`config.mk`:
```
export PLATFORM = sky130hd
export DESIGN_NAME = pwm_medidor_flat
export DESIGN_NICKNAME = d
export VERILOG_FILES = /design/src/rtl/pwm_medidor_if.sv /design/src/rtl/pwm_medidor.sv /design/src/flat_wrapper.sv
export SDC_FILE = /design/constraint.sdc
export NUM_CORES = 1
export LEC_CHECK = 0
export CAP_MARGIN = 20
export CORE_ASPECT_RATIO = 1.4
export CORE_MARGIN = 1
export CORE_UTILIZATION = 32
export DETAILED_ROUTE_END_ITERATION = 12
export GPL_TIMING_DRIVEN = 0
export PLACE_DENSITY_LB_ADDON = 0.08
export SLEW_MARGIN = 20
export SYNTH_ARGS = -nofsm -noshare
export SYNTH_HDL_FRONTEND = slang
export SYNTH_SLANG_ARGS = --single-unit
```
`constraint.sdc`:
```
create_clock -name clk -period 11.5 [get_ports clk]
set_input_delay 1.15 -clock clk [delete_from_list [all_inputs] [get_ports clk]]
set_output_delay 1.15 -clock clk [all_outputs]
set_load 0.1 [all_outputs]
```
`src/rtl/pwm_medidor_if.sv`:
```
// pwm_medidor_if: PWM input line and measurement report bundle.
// The measuring block sits on the slave side; whoever drives the line
// and consumes the reports uses the master side.
interface pwm_medidor_if #(
    parameter int R  = 6,
    parameter int CW = 16
) ();
    logic          pwm_in;
    logic [CW-1:0] alto;
    logic [CW-1:0] periodo;
    logic [R-1:0]  duty;
    logic          valid;
    logic          stuck;
    logic          overrun;

    modport master (
        output pwm_in,
        input  alto,
        input  periodo,
        input  duty,
        input  valid,
        input  stuck,
        input  overrun
    );

    modport slave (
        input  pwm_in,
        output alto,
        output periodo,
        output duty,
        output valid,
        output stuck,
        output overrun
    );
endinterface

```
`src/rtl/pwm_medidor.sv`:
```
// pwm_medidor: measures an asynchronous PWM line in clk cycles.
// Reports high time, period and duty = floor(alto * 2^R / periodo), and flags
// a line stuck at a constant level when the cycle counter saturates.
module pwm_medidor #(
    parameter int R  = 6,
    parameter int CW = 16
) (
    input  logic         clk,
    input  logic         rst,
    pwm_medidor_if.slave bus
);
    localparam logic [CW-1:0]  CNT_MAX   = '1;
    localparam logic [R-1:0]   DUTY_MAX  = '1;
    localparam int             DCW       = $clog2(R + 1);
    localparam logic [DCW-1:0] DIV_STEPS = DCW'(R);

    typedef enum logic [1:0] {
        ESPERA = 2'd0,
        ALTO   = 2'd1,
        BAJO   = 2'd2
    } state_t;

    // input path
    logic       sync1_q, sync1_d;
    logic       sync2_q, sync2_d;
    logic       edge_q, edge_d;
    logic [1:0] settle_q, settle_d;
    logic       rise, fall, any_edge, level, level_ok;

    // cycle counter
    logic [CW-1:0] cnt_q, cnt_d;
    logic          at_max;

    // FSM
    state_t        state_q, state_d;
    logic          seen_low_q, seen_low_d;
    logic          reported_q, reported_d;
    logic [CW-1:0] h_q, h_d;
    logic          capture, tout_hi, tout_lo;

    // divider
    logic           busy_q, busy_d;
    logic [DCW-1:0] div_cnt_q, div_cnt_d;
    logic [CW-1:0]  rem_q, rem_d;
    logic [R-1:0]   quo_q, quo_d;
    logic [CW-1:0]  dh_q, dh_d;
    logic [CW-1:0]  dp_q, dp_d;
    logic [CW:0]    rem_sh;

    // report registers
    logic [CW-1:0] alto_q, alto_d;
    logic [CW-1:0] periodo_q, periodo_d;
    logic [R-1:0]  duty_q, duty_d;
    logic          valid_q, valid_d;
    logic          stuck_q, stuck_d;
    logic          overrun_q, overrun_d;

    // Synchroniser next values; settle counts the two post-reset shifts so the
    // zeros loaded by reset are never mistaken for a genuine low level.
    always_comb begin
        sync1_d  = bus.pwm_in;
        sync2_d  = sync1_q;
        edge_d   = sync2_q;
        settle_d = settle_q;
        if (settle_q != 2'd2) begin
            settle_d = settle_q + 2'd1;
        end
    end

    // Two-flop synchroniser, edge-detect register and settle counter.
    always_ff @(posedge clk or posedge rst) begin
        if (rst) begin
            sync1_q  <= 1'b0;
            sync2_q  <= 1'b0;
            edge_q   <= 1'b0;
            settle_q <= 2'd0;
        end else begin
            sync1_q  <= sync1_d;
            sync2_q  <= sync2_d;
            edge_q   <= edge_d;
            settle_q <= settle_d;
        end
    end

    assign level    = sync2_q;
    assign level_ok = (settle_q == 2'd2);
    assign rise     = sync2_q & ~edge_q;
    assign fall     = ~sync2_q & edge_q;
    assign any_edge = rise | fall;

    // Cycle counter: a rise restarts it at 1, otherwise it counts up and saturates.
    always_comb begin
        cnt_d = cnt_q;
        if (rise) begin
            cnt_d = {{(CW-1){1'b0}}, 1'b1};
        end else if (cnt_q != CNT_MAX) begin
            cnt_d = cnt_q + 1'b1;
        end
    end

    assign at_max = (cnt_q == CNT_MAX);

    // Cycle counter register.
    always_ff @(posedge clk or posedge rst) begin
        if (rst) begin
            cnt_q <= '0;
        end else begin
            cnt_q <= cnt_d;
        end
    end

    // FSM state register with its side flags and the latched high time.
    always_ff @(posedge clk or posedge rst) begin
        if (rst) begin
            state_q    <= ESPERA;
            seen_low_q <= 1'b0;
            reported_q <= 1'b0;
            h_q        <= '0;
        end else begin
            state_q    <= state_d;
            seen_low_q <= seen_low_d;
            reported_q <= reported_d;
            h_q        <= h_d;
        end
    end

    // Next-state logic; edge strobes take priority over a saturated counter.
    // reported blocks a second timeout until a new measurement starts.
    always_comb begin
        state_d    = state_q;
        seen_low_d = seen_low_q;
        reported_d = reported_q;
        h_d        = h_q;
        capture    = 1'b0;
        tout_hi    = 1'b0;
        tout_lo    = 1'b0;
        unique case (state_q)
            ESPERA: begin
                if (level_ok && !level) begin
                    seen_low_d = 1'b1;
                end
                if (rise && seen_low_q) begin
                    state_d    = ALTO;
                    reported_d = 1'b0;
                end else if (!any_edge && at_max && !reported_q) begin
                    reported_d = 1'b1;
                    if (level) begin
                        tout_hi    = 1'b1;
                        seen_low_d = 1'b0;
                    end else begin
                        tout_lo    = 1'b1;
                        seen_low_d = 1'b1;
                    end
                end
            end
            ALTO: begin
                if (fall) begin
                    h_d     = cnt_q;
                    state_d = BAJO;
                end else if (at_max) begin
                    tout_hi    = 1'b1;
                    state_d    = ESPERA;
                    seen_low_d = 1'b0;
                    reported_d = 1'b1;
                end
            end
            BAJO: begin
                if (rise) begin
                    capture = 1'b1;
                    state_d = ALTO;
                end else if (at_max) begin
                    tout_lo    = 1'b1;
                    state_d    = ESPERA;
                    seen_low_d = 1'b1;
                    reported_d = 1'b1;
                end
            end
            default: begin
                state_d    = ESPERA;
                seen_low_d = 1'b0;
            end
        endcase
    end

    // Output logic: restoring divider of (h << R) / p and report updates.
    // The remainder starts at h because the low R numerator bits are zero, and
    // h < p keeps every partial remainder below p, so CW bits suffice.
    always_comb begin
        busy_d    = busy_q;
        div_cnt_d = div_cnt_q;
        rem_d     = rem_q;
        quo_d     = quo_q;
        dh_d      = dh_q;
        dp_d      = dp_q;
        rem_sh    = {rem_q, 1'b0};
        alto_d    = alto_q;
        periodo_d = periodo_q;
        duty_d    = duty_q;
        stuck_d   = stuck_q;
        valid_d   = 1'b0;
        overrun_d = 1'b0;
        if (tout_hi || tout_lo) begin
            // a timeout aborts any division in flight
            busy_d    = 1'b0;
            alto_d    = tout_hi ? CNT_MAX : '0;
            periodo_d = CNT_MAX;
            duty_d    = tout_hi ? DUTY_MAX : '0;
            stuck_d   = 1'b1;
            valid_d   = 1'b1;
        end else begin
            if (busy_q) begin
                if (div_cnt_q == '0) begin
                    alto_d    = dh_q;
                    periodo_d = dp_q;
                    duty_d    = quo_q;
                    stuck_d   = 1'b0;
                    valid_d   = 1'b1;
                    busy_d    = 1'b0;
                end else begin
                    if (rem_sh >= {1'b0, dp_q}) begin
                        rem_d = rem_sh[CW-1:0] - dp_q;
                        quo_d = {quo_q[R-2:0], 1'b1};
                    end else begin
                        rem_d = rem_sh[CW-1:0];
                        quo_d = {quo_q[R-2:0], 1'b0};
                    end
                    div_cnt_d = div_cnt_q - 1'b1;
                end
            end
            if (capture) begin
                if (busy_q) begin
                    overrun_d = 1'b1;
                end else begin
                    dh_d      = h_q;
                    dp_d      = cnt_q;
                    rem_d     = h_q;
                    quo_d     = '0;
                    div_cnt_d = DIV_STEPS;
                    busy_d    = 1'b1;
                end
            end
        end
    end

    // Divider and report registers.
    always_ff @(posedge clk or posedge rst) begin
        if (rst) begin
            busy_q    <= 1'b0;
            div_cnt_q <= '0;
            rem_q     <= '0;
            quo_q     <= '0;
            dh_q      <= '0;
            dp_q      <= '0;
            alto_q    <= '0;
            periodo_q <= '0;
            duty_q    <= '0;
            valid_q   <= 1'b0;
            stuck_q   <= 1'b0;
            overrun_q <= 1'b0;
        end else begin
            busy_q    <= busy_d;
            div_cnt_q <= div_cnt_d;
            rem_q     <= rem_d;
            quo_q     <= quo_d;
            dh_q      <= dh_d;
            dp_q      <= dp_d;
            alto_q    <= alto_d;
            periodo_q <= periodo_d;
            duty_q    <= duty_d;
            valid_q   <= valid_d;
            stuck_q   <= stuck_d;
            overrun_q <= overrun_d;
        end
    end

    assign bus.alto    = alto_q;
    assign bus.periodo = periodo_q;
    assign bus.duty    = duty_q;
    assign bus.valid   = valid_q;
    assign bus.stuck   = stuck_q;
    assign bus.overrun = overrun_q;
endmodule

```
`src/flat_wrapper.sv`:
```
// flat-port wrapper written by rule: the top's interface ports become plain ports
module pwm_medidor_flat 
#(
    parameter int R  = 6,
    parameter int CW = 16
)
  (clk, rst, bus_pwm_in, bus_alto, bus_periodo, bus_duty, bus_valid, bus_stuck, bus_overrun);
  pwm_medidor_if #(.R(R), .CW(CW)) bus_i ();
  input  logic clk;
  input  logic rst;
  input wire logic [$bits(bus_i.pwm_in)-1:0] bus_pwm_in;
  output wire logic [$bits(bus_i.alto)-1:0] bus_alto;
  output wire logic [$bits(bus_i.periodo)-1:0] bus_periodo;
  output wire logic [$bits(bus_i.duty)-1:0] bus_duty;
  output wire logic [$bits(bus_i.valid)-1:0] bus_valid;
  output wire logic [$bits(bus_i.stuck)-1:0] bus_stuck;
  output wire logic [$bits(bus_i.overrun)-1:0] bus_overrun;
  assign bus_i.pwm_in = bus_pwm_in;
  assign bus_alto = bus_i.alto;
  assign bus_periodo = bus_i.periodo;
  assign bus_duty = bus_i.duty;
  assign bus_valid = bus_i.valid;
  assign bus_stuck = bus_i.stuck;
  assign bus_overrun = bus_i.overrun;
  pwm_medidor #(.R(R), .CW(CW)) u_core (.clk(clk), .rst(rst), .bus(bus_i));
endmodule
```
==> flow_metrics.py, run 1 <==
metrics = {
    "finish": {
        "final_common_cell": "dfrtp_1",
        "n_antenna_cell": 0,
        "fin_nets": 845,
        "layout_common_cells": "140 x dfrtp_1, 112 x nand2_1, 75 x nor2_1",
        "fin_area_sq_um": 8650,
        "areaGrowthSynthToFinish_pct": 20.2,
        "drive_above_1_share_pct": 9.32,
    },
    "placed_design": {
        "hpwl_um": 15400,
        "dpl_cell_area_sq_um": 8030,
        "gp_congestion": 0.851,
        "port_buffers": 43,
    },
    "clock_network": {
        "clock-root-buffer": "clkbuf_16",
        "cts_setup_buffers": 0,
        "htree_levels": 4,
        "path_clk_slew_ps": 60,
        "post_cts_resized": 0,
        "cts_tree": "done",
        "cts.sinks": 140,
        "numCtsBuffers": 17,
        "clkLatencyLatePin_ps": 430,
        "clockBufferDepth": 2,
        "cts_hold_buffers": 0,
    },
    "routing": {
        "antenna_left": 0,
        "num_vias": 5873,
        "drc": 0,
        "firstDrtPassIters": 4,
        "wl_per_cell_um": 18.4,
        "wirelength_um": 20600,
        "drtIter0Drc": 308,
        "vias_per_cell": 5.23,
    },
    "min_path": {
        "hp-class": "reg -> reg",
    },
    "floorplan": {
        "initial_core_util_pct": 32.8,
        "row_count": 64,
        "design.core.area_sq_um": 21900,
        "dieArea_sq_um": 23100,
        "pin_count": 44,
        "die_h_um": 179,
        "die-width_um": 129,
    },
    "synthesis": {
        "synth_cell_types": 66,
        "syn_nets": 782,
        "yosys_warnings": 0,
        "synth_edf_count": 0,
        "synthFlopType": "dfrtp_1",
        "synth_area_sq_um": 7200,
        "synthCells": 752,
        "synth_area_leader_cell": "dfrtp_1",
        "ys_ff_latch": 140,
        "ys_top_cells_by_area": "dfrtp_1 49%, nand2_1 5.8%, ha_1 4.5%",
        "synth_top_cell_area_share_pct": 48.7,
        "synthArstFlopShare_pct": 100,
        "syn_area_per_cell_sq_um": 9.57,
        "ys_seq_area_share_pct": 48.7,
    },
    "sta": {
        "fin_crit_ps": 3090,
        "worst_pin_slew_ps": 989,
        "maxSlewHeadroom_pct": 33.9,
        "hold_viol_final": 0,
        "min_period_over_period_pct": 26.9,
        "max_clock_freq_ghz": 0.324,
        "maxSlewViolCount": 0,
        "finalSetupTns_ps": 0,
        "clock_skew_ps": 10.3,
        "setup_viol": 0,
        "grt_setup_unrepaired": "false",
    },
    "power_and_ir_drop": {
        "ir_worst_vdd_mv": 0.105,
        "p_total_w": 0.00230,
        "pwr_density_cell_nw_per_um2": 266,
        "power.leakage_nw": 3.88,
    },
    "global_routing": {
        "grt_max_degree": 73,
        "antenna_found_initial": 0,
        "grt_pass1_vias": 5964,
        "grt_pass1_wl_um": 33700,
        "overflow": 0,
        "track_usage_pct": 19.2,
    },
    "critical_path": {
        "max_stage_delay_ps": 1150,
        "reg2reg_slack_ps": 8560,
        "critPathLaunchType": "flip-flop",
        "crit_chain": "clkdlybuf4s50_1",
        "crit_fanout": 2,
        "worst-path-buf-inv": 1,
        "cp-end-kind": "primary output",
        "slowest_stage": "clkdlybuf4s50_1",
        "cp_top_family": "buffers and inverters",
        "critPathArrivalTime_ps": 1940,
        "critical_path_class": "reg -> out",
        "cp.required_ps": 10350,
    },
    "flow_run": {
        "maxCapViolations": 0,
    },
    "status": {
        "status": "complete, no violations",
    },
}
[cell usage after synthesis, types with 10 or more instances]
master	instances
o22ai_1	15
a21o_1	10
ha_1	26
a21oi_1	27
nor2_1	75
clkbuf_1	25
mux2_2	14
nand2_1	112
a31oi_1	18
inv_1	33
o21ai_0	40
o211ai_1	23
dfrtp_1	140
nand3_1	18
o22a_1	22
buf_2	15
xnor2_1	12
[cells by family after synthesis]
logic type | synth area share [%]
adder cells (fa/ha/maj) | 4.80
flip-flops | 48.7
buffers and inverters | 4.43
multiplexers | 2.89
AO/OA/AOI/OAI | 20.3
AND/OR/NAND/NOR | 16.6
XOR/XNOR | 2.31
[final timing paths]
path,startpoint,to,depth (start not counted)
max in group asynchronous,rst,u_core.cnt_q[10],3
min in group asynchronous,rst,u_core.bus.periodo[15],2
hold reg to reg,u_core.sync1_q,u_core.edge_d,0
setup / recovery,u_core.bus.periodo[0],bus_periodo[0],1
hold / removal,u_core.sync1_q,u_core.edge_d,0
setup reg to reg,u_core.dp_q[4],u_core.rem_q[0],7
[flip-flops by register name, indices dropped and copies added, names as in the netlist, 2 cells and up]
| register | count |
|---|---|
| u_core.bus.alto | 16 |
| u_core.bus.periodo | 16 |
| u_core.cnt_q | 16 |
| u_core.dh_q | 16 |
| u_core.dp_q | 16 |
| u_core.h_q | 16 |
| u_core.rem_q | 16 |
| u_core.bus.duty | 6 |
| u_core.quo_q | 6 |
| u_core.div_cnt_q | 3 |
| u_core.settle_q | 2 |
| u_core.state_q | 2 |
[layer usage]
| metal | global-route usage (%) | up-vias | wire, um |
|---|---|---|---|
| met5 | 0 | - | 0 |
| met4 | 9.55 | 0 | 798 |
| met3 | 3.24 | 41 | 557 |
| met2 | 31.1 | 107 | 10100 |
| met1 | 24.4 | 2909 | 9170 |
| li1 | - | 2816 | - |
[cell type report]
type,count,area (sq um)
Clock inverter,13,191
Tap cell,297,372
Sequential cell,140,3500
Timing Repair Buffer,44,458
Multi-Input combinational cell,535,3370
Fill cell,2217,13300
Buffer,44,195
Clock buffer,17,425
Inverter,33,131
[per-stage QoR]
step           utilization (%)  std cells  setup WS, ps  hold slack (ps)
6_report                  39.4       1123          8410              348
5_1_grt                   39.4       1123          8350              365
4_1_cts                   39.4       1123          8380              351
3_5_place_dp              36.6       1093          8580              336
3_3_place_gp              36.5       1092          4480              333
2_1_floorplan                -        752          6600              331
[report_power, final]
group	switching, W	leakage, nW	internal (W)
registers	0.0000865	1.89	0.000580
clock network	0.000223	0.292	0.000363
logic	0.000687	1.70	0.000359
(Power assumes the default switching activity.)
==> run 2, diff against run 1 <==
clock period = 2.7 ns   (was 11.5 ns; I/O delays follow)
==> run 2 against run 1 <==
Compared with the run above: sequential share of layout area decreased by 0.71 points; die area is the same; via count up 1.5%; count of clock-buffer cells in the layout is 1 higher.
==> flow_metrics.py, run 2 (same netlist as run 1, synthesis figures left out) <==
metrics = {
    "flow_run": {
        "maxCapViolations": 0,
    },
    "clock_network": {
        "htree_levels": 4,
        "clock-root-buffer": "clkbuf_16",
        "path_clk_slew_ps": 60,
        "clockBufferDepth": 2,
        "cts.sinks": 140,
        "numCtsBuffers": 17,
        "cts_hold_buffers": 0,
        "clkLatencyLatePin_ps": 430,
        "cts_tree": "done",
    },
    "placed_design": {
        "place_ws_ps": -208,
        "hpwl_um": 15700,
        "gp_congestion": 0.863,
        "port_buffers": 43,
    },
    "floorplan": {
        "pin_count": 44,
        "initial_core_util_pct": 32.8,
        "die-width_um": 129,
        "die_h_um": 179,
        "dieArea_sq_um": 23100,
        "row_count": 64,
        "design.core.area_sq_um": 21900,
    },
    "critical_path": {
        "reg2reg_slack_ps": 100,
        "crit_chain": "ha_1 -> a21oi_1 -> a21o_1 -> a31oi_4 -> o311a_4 -> clkbuf_4 -> o221ai_1 -> a31oi_1",
        "max_stage_delay_ps": 450,
        "cp.required_ps": 3000,
        "critPathLaunchType": "flip-flop",
        "critPathArrivalTime_ps": 2900,
        "cp-end-kind": "flip-flop",
        "critical_path_class": "reg -> reg",
        "crit_fanout": 10,
        "slowest_stage": "o311a_4",
    },
    "finish": {
        "drive_above_1_share_pct": 12.8,
        "fin_nets": 854,
        "n_antenna_cell": 0,
        "layout_common_cells": "140 x dfrtp_1, 112 x nand2_1, 75 x nor2_1",
        "areaGrowthSynthToFinish_pct": 22.4,
        "final_common_cell": "dfrtp_1",
    },
    "global_routing": {
        "grt_pass1_vias": 6133,
        "grt_max_degree": 35,
        "antenna_found_initial": 0,
        "grt_pass1_wl_um": 33700,
        "track_usage_pct": 19.1,
        "overflow": 0,
    },
    "routing": {
        "firstDrtPassIters": 5,
        "vias_per_cell": 5.25,
        "wl_per_cell_um": 18.4,
        "drtIter0Drc": 227,
        "num_vias": 5959,
        "wirelength_um": 20800,
        "antenna_left": 0,
        "drc": 0,
    },
    "sta": {
        "maxSlewViolCount": 0,
        "maxSlewHeadroom_pct": 34.1,
        "hold_viol_final": 0,
        "min_period_over_period_pct": 96.4,
        "setup_viol": 0,
        "clock_skew_ps": 8.19,
        "grt_setup_unrepaired": "false",
        "layout_setup_ws_ps": 98.0,
        "worst_pin_slew_ps": 985,
        "fin_crit_ps": 2600,
        "holdWs_ps": 246,
        "max_clock_freq_ghz": 0.384,
    },
    "min_path": {
        "hp-class": "in -> async",
    },
    "power_and_ir_drop": {
        "p_total_w": 0.00990,
        "pwr_density_cell_nw_per_um2": 1120,
        "power.leakage_nw": 3.94,
        "ir_worst_vdd_mv": 0.470,
    },
    "status": {
        "status": "complete, no violations",
    },
}
run 2: cell count changes in the layout (fill, tap and decap cells not counted), moves of 2 or more:
cell	before	now
inv_6	3	5
clkbuf_2	0	6
clkinvlp_4	3	5
clkbuf_1	25	17
bufinv_16	4	2
buf_4	3	11
o21ai_2	0	2
o21ai_0	40	37
buf_12	0	4
run 2: per-stage QoR:
| step | setup TNS, ps | util (%) | area [sq um] | cells |
|---|---|---|---|---|
| after global placement | -84460 | 36.5 | 8000 | 1092 |
| after detailed placement | -2810 | 36.8 | 8080 | 1096 |
| final | 0 | 40.1 | 8800 | 1134 |
| after global routing | 0 | 40.1 | 8800 | 1134 |
| after CTS | 0 | 39.6 | 8690 | 1127 |
| after floorplan | 0 | - | 7200 | 752 |
run 2: repair_timing:
item | 4_1_cts | 5_1_grt
setup endpoints to repair | 45 | 71
resized for setup | 8 | 24
buffers inserted | 0 | 7
pin swaps | 1 | 3
run 2: area by class of cell:
| cell class | count | area (sq um) |
|---|---|---|
| Buffer | 43 | 206 |
| Sequential cell | 140 | 3500 |
| Fill cell | 2247 | 13100 |
| Clock inverter | 14 | 158 |
| Clock buffer | 18 | 439 |
| Tap cell | 297 | 372 |
| Timing Repair Buffer | 54 | 563 |
| Multi-Input combinational cell | 535 | 3430 |
| Inverter | 33 | 131 |
run 2: critical path, delay by kind of cell, from the launching register on:
kind | cells | cell delay, ps
fa+ha+maj | 1 | 390
compound gates | 6 | 1450
flops | 1 | 430
buf+inv | 1 | 200
run 2: per-layer routing:
layer	global-route usage, %	part of all wire, %	up-vias
li1	-	-	2841
met1	24.1	44	2980
met2	32.5	51	115
met3	2.77	3.2	23
met4	7.86	2.5	0
met5	0	0	-
run 2: final timing paths:
path | from | endpoint | cells after the start
worst max-delay path | u_core.rem_q[5] | u_core.rem_q[14] | 8
worst min-delay path | rst | u_core.quo_q[2] | 2
worst max register to register | u_core.rem_q[5] | u_core.rem_q[14] | 8
worst min register to register | u_core.sync1_q | u_core.edge_d | 0
max in group asynchronous | rst | u_core.bus.alto[3] | 4
min in group clk | bus_pwm_in | u_core.sync1_q | 1
run 2: power by group:
part / internal [W] / leakage (nW) / switching [W]
combinational: 0.00166 / 1.77 / 0.00302
sequential: 0.00247 / 1.89 / 0.000367
clock: 0.00140 / 0.284 / 0.000988
==> run 3, diff against run 2 <==
CORE_UTILIZATION = 54   (was 32)
SLEW_MARGIN = default   (was 20)
==> run 3 against run 2 <==
Compared with the run above: via count rose by 1.6%; clock power rose by 4%; routed wire length fell by 7.9%; fmax rose by 0.11%; worst setup slack improved by 2.9 ps; critical path type unchanged; first-iteration DRC count rose by 57%; core utilization rose by 27 points; clock skew fell by 1.2 ps; non-clock buffer count fell by 6.
==> flow_metrics.py, run 3 (same netlist as run 1, synthesis figures left out) <==
metrics = {
    "sta": {
        "hold_viol_final": 0,
        "setup_viol": 0,
        "worst_pin_slew_ps": 992,
        "finalSetupTns_ps": 0,
        "fin_crit_ps": 2600,
        "maxSlewViolCount": 0,
        "maxSlewHeadroom_pct": 33.6,
        "min_period_over_period_pct": 96.3,
        "max_clock_freq_ghz": 0.385,
        "clock_skew_ps": 6.96,
    },
    "finish": {
        "drive_above_1_share_pct": 11.4,
        "seqCellArea_sq_um": 3500,
        "fin_nets": 848,
        "n_antenna_cell": 0,
        "areaGrowthSynthToFinish_pct": 20.0,
        "final_common_cell": "dfrtp_1",
        "finalNonFillerCells": 1008,
        "layout_common_cells": "140 x dfrtp_1, 112 x nand2_1, 75 x nor2_1",
        "final_util_pct": 66.7,
        "final.fill_count": 1065,
        "multi_input_area_sq_um": 3450,
    },
    "routing": {
        "drtIter0Drc": 356,
        "drc": 0,
        "wl_met1_um": 8050,
        "wl_per_cell_um": 19.0,
        "wl_met2_um": 9720,
        "top_layer": "met4",
        "vias_per_cell": 6.00,
        "wirelength_um": 19200,
        "route.met3.wl_um": 801,
        "antenna_left": 0,
        "num_vias": 6052,
        "firstDrtPassIters": 5,
    },
    "floorplan": {
        "dieArea_sq_um": 13800,
        "design.core.area_sq_um": 12900,
        "die-width_um": 99.6,
        "row_count": 49,
        "die_h_um": 139,
        "initial_core_util_pct": 55.6,
        "pin_count": 44,
    },
    "clock_network": {
        "clkLatencyLatePin_ps": 430,
        "numCtsBuffers": 17,
        "clock-root-buffer": "clkbuf_16",
        "htree_levels": 4,
        "cts_tree": "done",
        "cts.sinks": 140,
        "clockBufferDepth": 2,
        "path_clk_slew_ps": 60,
    },
    "critical_path": {
        "reg2reg_depth": 9,
        "reg2reg_slack_ps": 100,
        "critPathLaunchType": "flip-flop",
        "max_stage_delay_ps": 440,
        "crit_chain": "inv_1 -> ha_1 -> a21oi_2 -> a21o_1 -> a31oi_4 -> o311a_4 -> buf_2 -> o211ai_1 -> o21ai_0",
        "timing.rr.start": "u_core.dp_q[6]",
        "cp.required_ps": 2990,
        "slowest_stage": "o311a_4",
        "crit_fanout": 10,
        "cp-end-kind": "flip-flop",
        "critical_path_class": "reg -> reg",
        "critPathArrivalTime_ps": 2890,
        "rr_endpoint": "u_core.rem_q[13]",
    },
    "power_and_ir_drop": {
        "power.leakage_nw": 3.94,
        "pwr_density_cell_nw_per_um2": 1160,
        "ir_worst_vdd_mv": 0.584,
    },
    "min_path": {
        "min_from": "bus_pwm_in",
        "hp-class": "in -> reg",
        "worstHoldPathCells": 1,
        "hold_end": "u_core.sync1_q",
    },
    "placed_design": {
        "port_buffers": 43,
        "gp_congestion": 0.878,
        "place_inst": 976,
        "hpwl_um": 14000,
    },
    "status": {
        "status": "complete, no violations",
    },
    "global_routing": {
        "track_usage_pct": 29.0,
        "antenna_found_initial": 0,
        "grt_max_degree": 45,
        "overflow": 0,
        "grt_pass1_wl_um": 30200,
        "grt_pass1_vias": 5921,
    },
    "flow_run": {
        "maxCapViolations": 0,
    },
}
==> run 3: changes by cell type in the layout (fill, tap and decap cells not counted), sizes merged <==
cell / previous run / this run
clkinvlp: 5 / 1
inv: 36 / 32
buf: 30 / 21
clkinv: 4 / 6
bufinv: 2 / 4
clkbuf: 42 / 48
==> run 3: per-layer routing <==
metal	vias up	GRT usage (%)
met2	175	48.6
met3	41	5.65
li1	2821	-
met5	-	0
met4	0	12.0
met1	3015	36.6
==> run 3: worst max-delay path, delay by kind of cell (launching register included) <==
| kind | cells | cell delay (ps) |
|---|---|---|
| buffers and inverters | 2 | 390 |
| DFF | 1 | 360 |
| AOI/OAI and AO/OA | 6 | 1370 |
| adders and majority gates | 1 | 360 |
==> run 3: worst max-delay path by stage <==
| stage | start | to |
|---|---|---|
| 2_1_floorplan | u_core.rem_q[3] | u_core.rem_q[1] |
| 3_3_place_gp | rst | u_core.reported_q |
| 3_5_place_dp | u_core.rem_q[10] | u_core.rem_q[14] |
| 4_1_cts | u_core.edge_d | u_core.dh_q[1] |
| 5_1_grt | u_core.dp_q[2] | u_core.rem_q[13] |
| 6_report | u_core.dp_q[6] | u_core.rem_q[13] |
==> run 3: power by group <==
group	leakage, nW	switching (W)	internal [W]	total [W]
combinational	1.75	0.00304	0.00163	0.00467
sequential	1.89	0.000352	0.00247	0.00282
clock	0.307	0.000889	0.00159	0.00248
==> run 3: final cells by class <==
type,count,area share [%]
buffer,44,2.39
clock buffer,21,5.33
clock inverter,10,1.91
inverter,33,1.48
multi-input combinational,535,39.9
sequential,140,40.6
tap,178,2.58
timing repair buffer,47,5.77
==> run 3: metrics by stage <==
| stage | total power [W] | instance area (sq um) | setup WS (ps) | hold slack [ps] |
|---|---|---|---|---|
| after floorplan | 0.00615 | 7200 | 449 | 301 |
| after global placement | 0.00714 | 7850 | -483 | 338 |
| after detailed placement | 0.00726 | 7910 | -218 | 337 |
| after CTS | 0.00982 | 8570 | 15.9 | 277 |
| after global routing | 0.0104 | 8630 | -14.5 | 288 |
| final | 0.00998 | 8630 | 101 | 283 |
==> run 3: repair_timing <==
action / CTS / global route
buffers inserted: 0 / 1
setup endpoints to repair: 34 / 42
resized for setup: 8 / 18
pin swaps: 0 / 1
hold buffers: 0 / 0
gates cloned: 0 / 0
==> patch, RTL diff (config.mk and constraints of run 2) <==
`R` is set to 6 in 3 places; all go to 7.
--- a/src/rtl/pwm_medidor_if.sv
+++ b/src/rtl/pwm_medidor_if.sv
@@ -4,3 +4,3 @@
 interface pwm_medidor_if #(
-    parameter int R  = 6,
+    parameter int R  = 7,
     parameter int CW = 16
--- a/src/rtl/pwm_medidor.sv
+++ b/src/rtl/pwm_medidor.sv
@@ -4,3 +4,3 @@
 module pwm_medidor #(
-    parameter int R  = 6,
+    parameter int R  = 7,
     parameter int CW = 16
--- a/src/flat_wrapper.sv
+++ b/src/flat_wrapper.sv
@@ -3,3 +3,3 @@
 #(
-    parameter int R  = 6,
+    parameter int R  = 7,
     parameter int CW = 16
Interface: changed (resized bus_duty); port bits go from 44 to 45. The function was not compared with the original's and may differ.
==> patch against run 2 <==
- cell area rose by 0.47%
- largest cell class unchanged
- global-route usage rose by 0.44 points
- critical endpoint is now u_core.rem_q[0]
- synthesized area shrank 0.89%
- first-iteration DRC count increased by 59%
- hold slack lost 0.0049 ns
- wire length increased by 0.24%
- count of clock-buffer cells in the layout is the same
- setup slack gained 0.00082 ns
- power shrank 19%
- sequential cell count rose by 2
==> patch: results (changes against run 2) <==
In this design, the stage delay of the slowest critical-path cell is 0.44 ns. The maximum net fanout on the critical path is 8 (-2). The run gives 5753 (-6.2%) as the via count of the first global-routing pass. CTS placed an instance of sky130_fd_sc_hd__clkbuf_16 at the clock tree root. The post-synthesis compound-gate area fraction was 0.178 (-0.0247). The number of input and output port buffers inserted was 44 (+2.3%); the number of clock buffers inserted by TritonCTS was 17 (unchanged). By count the netlist is led by sky130_fd_sc_hd__dfrtp_1, sky130_fd_sc_hd__nand2_1, sky130_fd_sc_hd__o21ai_0.

The tools report the insertion delay of the later-clocked pin in the worst-skew pair as 0.43 ns (about the same). The sequential fraction of the synthesis area was 0.498 (+0.0114). The logs give 31 (-11%) for the largest net degree at the start of global routing and 0 (unchanged) for the number of antenna repair diodes.

The clock transition at the registers of the reported paths came out at 0.06 ns (about the same). The number of H-tree levels is 4 (unchanged). The logic depth of the worst register-to-register path was 8 (unchanged). The total track usage is 0.196 (+0.00436). The iteration-0 DRC count of the detailed router was 361 (+59%). The worst setup slack before clock tree synthesis was -0.508 ns (-0.300 ns); the part of the power in combinational logic was 0.358 (-0.114). The worst-margin pin slew is 0.979 ns (-0.00668 ns). The area share of fa/ha/maj cells after synthesis is 0.0484 (+0.000429). For the cell leakage power, the log shows 3.89 nW (-1.3%). The run gives 66 (unchanged) as the number of library cell types mapped by synthesis. For the initial antenna violation count, the log shows 0 (unchanged). The final layout net count is 780 (-8.7%). The switching component of the power is 3.06 mW (-30%).

The peak supply drop is 0.557 mV (+18%), and the proportion of layout cells with a drive suffix above 1 is 0.181 (+0.0530). The post-synthesis net count was 709 (-9.3%); the XOR/XNOR share of the synthesized area was 0.0270 (+0.00389). The tools report the power share of the sequential group as 0.352 (+0.065). The worst setup skew after layout was 0.00927 ns (+0.00108 ns). The internal power component was 4.97 mW (-10%). The number of iterations in the first detailed-routing pass was 7 (+2). On the critical path the largest part of the delay comes from compound AO/OA/AOI/OAI gates. Fraction of synthesized area in multiplexers: 0.0896 (+0.0608).

The share of synthesized registers carrying an async set or reset was 1.00 (unchanged); the final estimated routing congestion in global placement was 0.891 (+3.3%). The logs give 2142 (-4.7%) for the filler cell count and 5590 (-6.2%) for the detailed-route via count. The met2 routing resource usage after global routing is 0.346 (+0.0210). The tools report the global-route met1 utilization as 0.236 (-0.00485). The final sum of negative setup slack was 0 ns (unchanged). The run gives 15.2 mm (-3.6%) as the HPWL reported at the end of detailed placement.

The worst path arrival time was 2.90 ns (about the same). By area the synthesized netlist is led by sky130_fd_sc_hd__dfrtp_1, sky130_fd_sc_hd__mux2_2, sky130_fd_sc_hd__ha_1. The average routed wire per standard cell was 19.7 um (+7.2%). Class of the tightest hold or removal check: input pin to asynchronous set/reset pin. The maximum root-to-sink buffer count came out at 2 (unchanged). Global-route track usage on met3: 0.0279 (+0.000216). Among all flip-flop cells after synthesis, the most frequent one is sky130_fd_sc_hd__dfrtp_1. The tools report the global-route wire length before repair as 33.2 mm (-1.7%). The run finished with clean final reports.

The slowest stage of the critical path is the sky130_fd_sc_hd__dfrtp_1 cell. The tools report the count of warnings emitted by yosys as 0 (unchanged).
-- patch: cell types whose count changed in the layout (fill, tap and decap cells not counted), moves of 12 or more --
cell                      delta
sky130_fd_sc_hd__a31oi_1    -12
sky130_fd_sc_hd__mux2i_1    +24
sky130_fd_sc_hd__nor2_1     -44
sky130_fd_sc_hd__nand2_1    -53
sky130_fd_sc_hd__o21ai_0    +16
sky130_fd_sc_hd__mux2_2     +17
sky130_fd_sc_hd__nor3_1     +12
-- patch: routing by layer --
layer  part of all wire  routed length, um
met5                  0                  0
met4              0.029                611
met3              0.028                578
met2               0.52              10900
met1               0.42               8790
-- patch: layout make-up --
cell class / count / share of cell area
clock buffers: 18 / 0.0485
well taps: 297 / 0.0420
plain buffers: 36 / 0.0209
multi-input cells: 458 / 0.381
flip-flops and latches: 142 / 0.403
repair buffers: 60 / 0.0721
clock inverters: 14 / 0.0165
inverters: 35 / 0.0153
-- patch: what timing repair did --
action | 4_1_cts | 5_1_grt
buffers inserted | 0 | 10
pin swaps | 1 | 2
endpoints found under the setup margin | 73 | 68
hold endpoints to repair | 0 | 0
gates resized for setup | 34 | 22
-- patch: path summary, 6_finish.rpt --
path,start,endpoint,slack [ns]
worst max-delay path,u_core.rem_q[3],u_core.rem_q[0],0.1
worst min-delay path,rst,u_core.bus.duty[6],0.24
worst max register to register,u_core.rem_q[3],u_core.rem_q[0],0.1
worst min register to register,u_core.sync1_q,u_core.edge_d,0.36
max in group asynchronous,rst,u_core.cnt_q[9],1.68
min in group clk,bus_pwm_in,u_core.sync1_q,0.27
-- patch: per-stage QoR --
stage                     cell area, sq um  cells
after CTS                             8720   1053
after floorplan                       7140    679
after detailed placement              8060   1025
final                                 8850   1060
after global routing                  8850   1060
after global placement                7950   1020
